## config.mk

```make
export PLATFORM = sky130hd
export DESIGN_NAME = timer_ctrl_flat
export DESIGN_NICKNAME = d
export VERILOG_FILES = /design/src/rtl/timer_ctrl_pkg.sv /design/src/rtl/timer_ctrl_if.sv /design/src/rtl/timer_ctrl_sat_counter.sv /design/src/rtl/timer_ctrl.sv /design/src/flat_wrapper.sv
export SDC_FILE = /design/constraint.sdc
export NUM_CORES = 1
export LEC_CHECK = 0
export BUFFER_PORTS_ARGS = -buffer_cell sky130_fd_sc_hd__buf_2
export CAP_MARGIN = 40
export CELL_PAD_IN_SITES_DETAIL_PLACEMENT = 2
export CELL_PAD_IN_SITES_GLOBAL_PLACEMENT = 2
export CORE_AREA = 2 2 114 116
export DETAILED_ROUTE_END_ITERATION = 7
export DIE_AREA = 0 0 116 118
export PLACE_DENSITY_LB_ADDON = 0.1
export SKIP_LAST_GASP = 1
export SYNTH_ARGS = -nofsm -noshare
export SYNTH_HDL_FRONTEND = slang
export SYNTH_SLANG_ARGS = --single-unit
```

## constraint.sdc

```tcl
create_clock -name clk -period 2.4 [get_ports clk]
set_clock_uncertainty 0.15 [all_clocks]
set_input_delay 0.24 -clock clk [delete_from_list [all_inputs] [get_ports clk]]
set_output_delay 0.24 -clock clk [all_outputs]
set_load 0.02 [all_outputs]
```

## src/rtl/timer_ctrl_pkg.sv

```systemverilog
// Shared definitions for the interval-timer sequencer and its counter wrapper.
//   - state encodings IDLE/LOAD/ARM/RUN
//   - default expiry-counter width
//   - latched configuration payload
//   - reload-value rule (direction-dependent complement)
package timer_ctrl_pkg;

  localparam int unsigned TICK_W_DEF = 16;
  localparam int unsigned DATA_W     = 32;

  typedef enum logic [1:0] {
    ST_IDLE = 2'd0,
    ST_LOAD = 2'd1,
    ST_ARM  = 2'd2,
    ST_RUN  = 2'd3
  } state_e;

  // Configuration captured on an accepted start.
  typedef struct packed {
    logic [DATA_W-1:0] period;
    logic              dir;
    logic              mode;
  } cfg_t;

  // Counting up from ~N or down from N both reach the wrap in N+1 counts.
  function automatic logic [DATA_W-1:0] reload_value(input logic [DATA_W-1:0] period,
                                                     input logic              dir);
    return dir ? ~period : period;
  endfunction

endpackage

```

## src/rtl/timer_ctrl_if.sv

```systemverilog
// Bus between the timer sequencer (master) and its host/counter side (slave).
//   commands : start, stop, period, dir, mode_auto
//   counter  : Load, PData, s (to counter); cnt, Rc (from counter)
//   status   : tick, done, busy, tick_cnt, remain, state
interface timer_ctrl_if
  import timer_ctrl_pkg::*;
#(
  parameter int unsigned TICK_W = TICK_W_DEF
);

  logic              start;
  logic              stop;
  logic [DATA_W-1:0] period;
  logic              dir;
  logic              mode_auto;

  logic              Load;
  logic [DATA_W-1:0] PData;
  logic              s;
  logic [DATA_W-1:0] cnt;
  logic              Rc;

  logic              tick;
  logic              done;
  logic              busy;
  logic [TICK_W-1:0] tick_cnt;
  logic [DATA_W-1:0] remain;
  logic [1:0]        state;

  modport master (
    input  start, stop, period, dir, mode_auto, cnt, Rc,
    output Load, PData, s, tick, done, busy, tick_cnt, remain, state
  );

  modport slave (
    output start, stop, period, dir, mode_auto, cnt, Rc,
    input  Load, PData, s, tick, done, busy, tick_cnt, remain, state
  );

endinterface

```

## src/rtl/timer_ctrl_sat_counter.sv

```systemverilog
// Saturating up-counter: clr has priority over inc, holds at all-ones.
//   clk, rst : clock, async active-high reset
//   clr      : synchronous clear to zero
//   inc      : increment by one unless saturated
//   o_cnt    : current count
module sat_counter #(
  parameter int unsigned W = 16
) (
  input  logic         clk,
  input  logic         rst,
  input  logic         clr,
  input  logic         inc,
  output logic [W-1:0] o_cnt
);

  logic [W-1:0] r_cnt;

  // Count register; never wraps past all-ones.
  always_ff @(posedge clk or posedge rst) begin
    if (rst) begin
      r_cnt <= '0;
    end else if (clr) begin
      r_cnt <= '0;
    end else if (inc && (r_cnt != {W{1'b1}})) begin
      r_cnt <= r_cnt + W'(1);
    end
  end

  assign o_cnt = r_cnt;

endmodule

```

## src/rtl/timer_ctrl.sv

```systemverilog
// Interval-timer sequencer driving an external 32-bit loadable up/down counter.
// Produces one-shot or auto-reload expiry ticks and masks the counter's stale
// Rc after every load by passing through ARM before watching it.
//   clk, rst : clock, async active-high reset
//   bus      : timer_ctrl_if master (commands, counter controls, status)
module timer_ctrl
  import timer_ctrl_pkg::*;
#(
  parameter int unsigned TICK_W = TICK_W_DEF
) (
  input  logic         clk,
  input  logic         rst,
  timer_ctrl_if.master bus
);

  state_e            r_state;
  cfg_t              r_cfg;
  logic              r_tick;
  logic              r_done;
  logic [DATA_W-1:0] w_reload;
  logic              w_expire;
  logic              w_clr;
  logic              w_inc;
  logic [TICK_W-1:0] w_tick_cnt;

  assign w_reload = reload_value(r_cfg.period, r_cfg.dir);

  // RUN sees the counter wrap; ARM never looks at Rc.
  assign w_expire = (r_state == ST_RUN) && bus.Rc;

  // stop beats start beats expiry.
  assign w_clr = bus.start && !bus.stop;
  assign w_inc = w_expire && !bus.start && !bus.stop;

  // Sequencer: state, latched configuration, tick and done flags.
  always_ff @(posedge clk or posedge rst) begin
    if (rst) begin
      r_state <= ST_IDLE;
      r_cfg   <= '0;
      r_tick  <= 1'b0;
      r_done  <= 1'b0;
    end else begin
      r_tick <= 1'b0;
      if (bus.stop) begin
        r_state <= ST_IDLE;
      end else if (bus.start) begin
        r_state <= ST_LOAD;
        r_cfg   <= '{period: bus.period, dir: bus.dir, mode: bus.mode_auto};
        r_done  <= 1'b0;
      end else begin
        case (r_state)
          ST_IDLE: r_state <= ST_IDLE;
          ST_LOAD: r_state <= ST_ARM;
          ST_ARM:  r_state <= ST_RUN;
          ST_RUN: begin
            if (w_expire) begin
              r_tick <= 1'b1;
              if (r_cfg.mode) begin
                r_state <= ST_ARM;
              end else begin
                r_done  <= 1'b1;
                r_state <= ST_IDLE;
              end
            end
          end
          default: r_state <= ST_IDLE;
        endcase
      end
    end
  end

  // Expiries since last start.
  sat_counter #(.W(TICK_W)) u_sat (
    .clk   (clk),
    .rst   (rst),
    .clr   (w_clr),
    .inc   (w_inc),
    .o_cnt (w_tick_cnt)
  );

  // Counter is held in load while idle so it always has a defined value;
  // auto-reload reloads on the same edge that consumes the wrap.
  assign bus.Load = (r_state == ST_IDLE) || (r_state == ST_LOAD) ||
                    (w_expire && r_cfg.mode && !bus.stop);
  assign bus.PData    = w_reload;
  assign bus.s        = r_cfg.dir;
  assign bus.remain   = r_cfg.dir ? ~bus.cnt : bus.cnt;
  assign bus.tick     = r_tick;
  assign bus.done     = r_done;
  assign bus.busy     = (r_state != ST_IDLE);
  assign bus.tick_cnt = w_tick_cnt;
  assign bus.state    = r_state;

endmodule

```

## src/flat_wrapper.sv

```systemverilog
// flat-port wrapper written by rule: the top's interface ports become plain ports
module timer_ctrl_flat import timer_ctrl_pkg::*;
#(
  parameter int unsigned TICK_W = TICK_W_DEF
)
  (clk, rst, bus_start, bus_stop, bus_period, bus_dir, bus_mode_auto, bus_cnt, bus_Rc, bus_Load, bus_PData, bus_s, bus_tick, bus_done, bus_busy, bus_tick_cnt, bus_remain, bus_state);
  timer_ctrl_if #(.TICK_W(TICK_W)) bus_i ();
  input  logic clk;
  input  logic rst;
  input wire logic [$bits(bus_i.start)-1:0] bus_start;
  input wire logic [$bits(bus_i.stop)-1:0] bus_stop;
  input wire logic [$bits(bus_i.period)-1:0] bus_period;
  input wire logic [$bits(bus_i.dir)-1:0] bus_dir;
  input wire logic [$bits(bus_i.mode_auto)-1:0] bus_mode_auto;
  input wire logic [$bits(bus_i.cnt)-1:0] bus_cnt;
  input wire logic [$bits(bus_i.Rc)-1:0] bus_Rc;
  output wire logic [$bits(bus_i.Load)-1:0] bus_Load;
  output wire logic [$bits(bus_i.PData)-1:0] bus_PData;
  output wire logic [$bits(bus_i.s)-1:0] bus_s;
  output wire logic [$bits(bus_i.tick)-1:0] bus_tick;
  output wire logic [$bits(bus_i.done)-1:0] bus_done;
  output wire logic [$bits(bus_i.busy)-1:0] bus_busy;
  output wire logic [$bits(bus_i.tick_cnt)-1:0] bus_tick_cnt;
  output wire logic [$bits(bus_i.remain)-1:0] bus_remain;
  output wire logic [$bits(bus_i.state)-1:0] bus_state;
  assign bus_i.start = bus_start;
  assign bus_i.stop = bus_stop;
  assign bus_i.period = bus_period;
  assign bus_i.dir = bus_dir;
  assign bus_i.mode_auto = bus_mode_auto;
  assign bus_i.cnt = bus_cnt;
  assign bus_i.Rc = bus_Rc;
  assign bus_Load = bus_i.Load;
  assign bus_PData = bus_i.PData;
  assign bus_s = bus_i.s;
  assign bus_tick = bus_i.tick;
  assign bus_done = bus_i.done;
  assign bus_busy = bus_i.busy;
  assign bus_tick_cnt = bus_i.tick_cnt;
  assign bus_remain = bus_i.remain;
  assign bus_state = bus_i.state;
  timer_ctrl #(.TICK_W(TICK_W)) u_core (.clk(clk), .rst(rst), .bus(bus_i));
endmodule
```

# Yosys cells after proc, flatten, opt, wreduce, memory -nomap -nowiden
# Cells that the tools add are included.
[word_totals] output_inout_bits=87 regBits=54 elab_cells=52 inputBits=71
[op_classes] n_eq_ne=6 n_bitwise=3 muxes=17 n_reduce_logical=18 n_addsub=1
[op_table] op="$mux W32" count=2
[op_table] op="$not A32 Y32" count=2
[op_table] op="$mux W16" count=2
[op_table] op="$add A16 B1 Y16 const B" count=1
[op_table] op="$ne A16 B16 Y1 const B" count=1
[op_table] op="$mux W1" count=8
[op_table] op="$mux W2" count=4
[op_table] op="$pmux W2 S4" count=1
[op_table] op="$reduce_bool A2 Y1" count=4
[op_table] op="$logic_and A1 B1 Y1" count=7
[op_table] op="$eq A2 B2 Y1 const B" count=2
[op_table] op="$ne A4 B3 Y1 const B" count=1
[op_table] op="$reduce_and A4 Y1" count=1
[op_table] op="$eq A2 B1 Y1 const B" count=1
[op_table] op="$logic_not A1 Y1" count=2
[op_table] op="$logic_not A2 Y1" count=1
[op_table] op="$logic_or A1 B1 Y1" count=2
[op_table] op="$ne A2 B2 Y1 const B" count=1
[op_table] op="$reduce_and A2 Y1" count=1
[op_table] op="$not A1 Y1" count=1

# Logic depth before layout (Yosys ltp)
[logic_depth] depth_word=7 depth_mapped=7 ltp_nobuf=5

# Cells and area by module
# A second synthesis with hierarchy kept.
[unflattened] hier_cells=263 area_unflattened_um2=3153.0
[modules_own_cells] module="timer_ctrl" cells_each=162 seq_area_each_um2=950.9 instances=1 area_per_inst_um2=2220.9
[modules_own_cells] module="sat_counter" cells_each=101 seq_area_each_um2=400.4 instances=1 area_per_inst_um2=932.1

# Least setup slack after synthesis
# OpenSTA, ideal clock, no wires.
[synth_timing] path_kind="register to register" startpoint="register u_core.u_sat.r_cnt[0], in the netlist u_core.u_sat.o_cnt[0]" endpoint="register u_core.u_sat.r_cnt[7], in the netlist u_core.u_sat.o_cnt[7]" path_buffers=2 arrival_time_ps=1763 path_slack_ps=408 path_stages_with_launch=8 required_time_ps=2171 cell_sequence="dfrtp_1 -> ha_1 -> and4_1 -> buf_4 -> and4_4 -> buf_6 -> nor4_2 -> mux2i_1"
[synth_via] elab_chain_len=3
[synth_lines] element="from (decl)" line_no="timer_ctrl_sat_counter.sv:16" rtl="logic [W-1:0] r_cnt;"
[synth_lines] element="from (signal assigned)" line_no="timer_ctrl_sat_counter.sv:25" rtl="r_cnt <= r_cnt + W'(1);"
[synth_lines] element="$add A16 B1 Y16 or $ne A16 B16 Y1 (tied branches)" line_no="timer_ctrl_sat_counter.sv:25, timer_ctrl_sat_counter.sv:24"
[synth_lines] element="$mux W16 or $logic_and A1 B1 Y1 (tied branches)" line_no="timer_ctrl_sat_counter.sv:24" rtl="end else if (inc && (r_cnt != {W{1'b1}})) begin"
[synth_lines] element="$mux W16 or $reduce_bool A2 Y1 (tied branches)"
# Parallel ways exist; a longest one is shown, timed or not. The select of a mux whose other input is x is not followed.
# A chain may end at the register's enable or synchronous reset.

# Worst setup path in the final report
[layout_timing] startpoint="register u_core.u_sat.r_cnt[0], in the netlist u_core.u_sat.o_cnt[0]" endpoint="register u_core.u_sat.r_cnt[5], in the netlist u_core.u_sat.o_cnt[5]"
# Same word-level chain as after synthesis.

==> results_dict.tcl <==
set metrics [dict create \
    gr-total-overflow 0 \
    fin_crit_sh_pct 90.4 \
    yosys.area.top_type "dfrtp_1" \
    clk_pin_slew_worst_paths_ns 0.08 \
    cts_setup_buffers 0 \
    area_delta_synth_final_pct 46.4 \
    synthCells 334 \
    rows 41 \
    routed_wl_um 10800 \
    synth_top_area_share_pct 44.3 \
    setup_tns_ns 0 \
    layout_min_cycle_time_ns 2.17 \
    synth_top_family_by_area "simple AND/OR/NAND/NOR gates" \
    ys_ff_latch 54 \
    ant_nets 0 \
    cts_buffer_depth 2 \
    ys_types 37 \
    arrival_ns 2.25 \
    worst_ep_required_time_ns 2.48 \
    synth_common_cells "118 x nand2_1, 65 x xor2_1, 54 x dfrtp_1, 11 x clkbuf_1, 10 x and4_1" \
    synthSimpleGateAreaFrac_pct 26.0 \
    drcViolationCount 0 \
    drtPass1Iterations 4 \
    antenna_found_initial 0 \
    max_cap_violations 0 \
    slew_violations 0 \
    wl_per_cell_um 15.8 \
    numCtsBuffers 5 \
    initial_core_util_pct 24.6 \
    ioPinCount 158 \
    placed_area_um2 4040 \
    synth.net_count 406 \
    hold_class "in -> reg" \
    vias 3037 \
    postSynthAreaPerCell_um2 9.14 \
    gp_congestion 0.743 \
    finalInstanceArea_um2 4470 \
    grt_max_degree 32 \
    port_buffers 157 \
    fin_cells 686 \
    worst_pin_slew_ns 0.593 \
    die_h_um 118 \
    core_area_um2 12400 \
    yosys_warnings 0 \
    die_width_um 116 \
    grt_setup_unrepaired "no" \
    powerDensity_nw_per_um2 626 \
    dp_slack_ns 0.246 \
    dieArea_um2 13700 \
    synth-edff-count 0 \
    crit_type "reg -> reg" \
    dp.cells 649 \
    worst-path-max-fanout 10 \
    viasPerCell 4.43 \
    synthArstFlopShare_pct 100 \
    yosysMostFrequentCell "nand2_1" \
    status "finished, violations left" \
    synth.mux.area_fraction_pct 2.01 \
    start_kind "register" \
    vdd_drop_max_v 0.000234 \
    synthAdderAreaFrac_pct 0.410 \
    synth-seq-area-share_pct 44.3 \
    cts_sinks 54 \
    fin_total_pwr_uw 2800 \
    cts_root_buf "clkbuf_16" \
    fmax_ghz 0.461 \
    violations "hold timing" \
    synth_flop_cell "dfrtp_1" \
    synth_compound_area_share_pct 4.71 \
    setup_ws_ns 0.230 \
    grt_pass1_wl_um 16800 \
    drive_gt1_share_pct 36.2 \
    hold_slack_ns -0.00463 \
    setup_violations 0 \
    final_hold_viol_count 1 \
    leakagePower_uw 0.00247 \
    diodes 0 \
    fin_nets 585 \
    slew_headroom_pct 60.4 \
    synth.top_cells.by_area "dfrtp_1 44%, xor2_1 19%, nand2_1 15%, and4_1 2.9%, a221o_1 2.0%" \
    grt_util_all_layers_pct 15.6 \
    cts_tree "yes" \
    grt_pass1_vias 3259 \
    dp_hpwl_um 7840 \
    netlist_area_um2 3050 \
    endpoint_kind "register" \
    drtIter0Drc 74 \
    synth-xor-area-share_pct 18.6 \
    htreeDepth 2 \
    clock_latency_ns 0.30 \
]
[kinds of logic after synthesis]
group	count (synthesis)
AO/OA/AOI/OAI	17
XOR/XNOR	65
adder cells (fa/ha/maj)	1
buffers and inverters	24
flip-flops	54
multiplexers	6
AND/OR/NAND/NOR	167
[through the flow]
| step | util (%) | hold slack (ns) |
|---|---|---|
| 3_3_place_gp | 32.5 | 0.196 |
| 6_report | 36.0 | -0.00463 |
| 2_1_floorplan | - | 0.156 |
| 5_1_grt | 36.0 | 0.00630 |
| 3_5_place_dp | 32.5 | 0.205 |
| 4_1_cts | 36.0 | 0.00331 |
[what timing repair did]
item / 4_1_cts / 5_1_grt
hold endpoints to repair: 51 / 0
gates resized for setup: 0 / 0
hold buffers: 29 / 0
[sequential cells by signal, summed over array words and instances, names as in the netlist]
register,count
u_core.bus.done,1
u_core.bus.tick,1
u_core.bus.state,2
u_core.r_cfg,33
u_core.u_sat.o_cnt,16
u_core.bus.s,1
[report_power, final]
group	switching [uW]	total [uW]	internal, uW
sequential	77.6	1060	985
clock	346	731	385
combinational	634	1000	370
[placed cells by master, fill, tap and decap left out, types with 2 or more instances in the layout]
| master | Yosys | routed |
|---|---|---|
| clkbuf_16 | 0 | 5 |
| nor4_2 | 2 | 2 |
| mux2i_1 | 5 | 5 |
| dlygate4sd3_1 | 0 | 29 |
| buf_4 | 2 | 6 |
| nor2_1 | 9 | 9 |
| xor2_1 | 65 | 65 |
| nand2_1 | 118 | 118 |
| nor4_1 | 2 | 2 |
| nand3_1 | 7 | 7 |
| a221o_1 | 6 | 6 |
| clkinv_2 | 0 | 2 |
| dfrtp_1 | 54 | 53 |
| and4_1 | 10 | 10 |
| nand4_4 | 2 | 2 |
| buf_12 | 0 | 2 |
| a21oi_1 | 2 | 2 |
| nand2b_1 | 3 | 2 |
| buf_2 | 7 | 157 |
| nor3_1 | 3 | 3 |
| a211o_1 | 2 | 2 |
| nand4_1 | 3 | 3 |
[worst max-delay path, cell delays in order (launching register included)]
cell     delay (ns)
dfrtp_1        0.41
ha_1           0.21
and4_1         0.36
nand4_4        0.23
a21oi_2        0.48
a221o_1        0.25
[worst paths after layout]
kind | start | endpoint | slack (ns) | cells past startpoint
min in group asynchronous | rst | u_core.u_sat.o_cnt[0] | 0.42 | 3
setup reg to reg | u_core.u_sat.o_cnt[0] | u_core.u_sat.o_cnt[5] | 0.23 | 5
setup / recovery | u_core.u_sat.o_cnt[0] | u_core.u_sat.o_cnt[5] | 0.23 | 5
max in group asynchronous | rst | u_core.bus.s | 1.07 | 4
hold reg to reg | u_core.r_cfg[15] | u_core.r_cfg[15] | 0.35 | 2
hold / removal | bus_period[2] | u_core.r_cfg[4] | -0.005 | 3
[routing by layer]
metal	share of wire [%]	vias up	track usage [%]
met2	48	119	27.7
met1	43	1469	18.8
met4	1.1	0	3.87
met3	7.1	9	3.45
met5	0	-	0
li1	-	1440	-
[final cells by class]
type,count,area (um2)
fill,1454,7950
multi-input combinational,256,1590
sequential,54,1360
timing repair buffer,194,1160
tap,172,215
clock buffer,6,129
clock inverter,2,10.0
inverter,2,7.51
(Power assumes the default switching activity.)
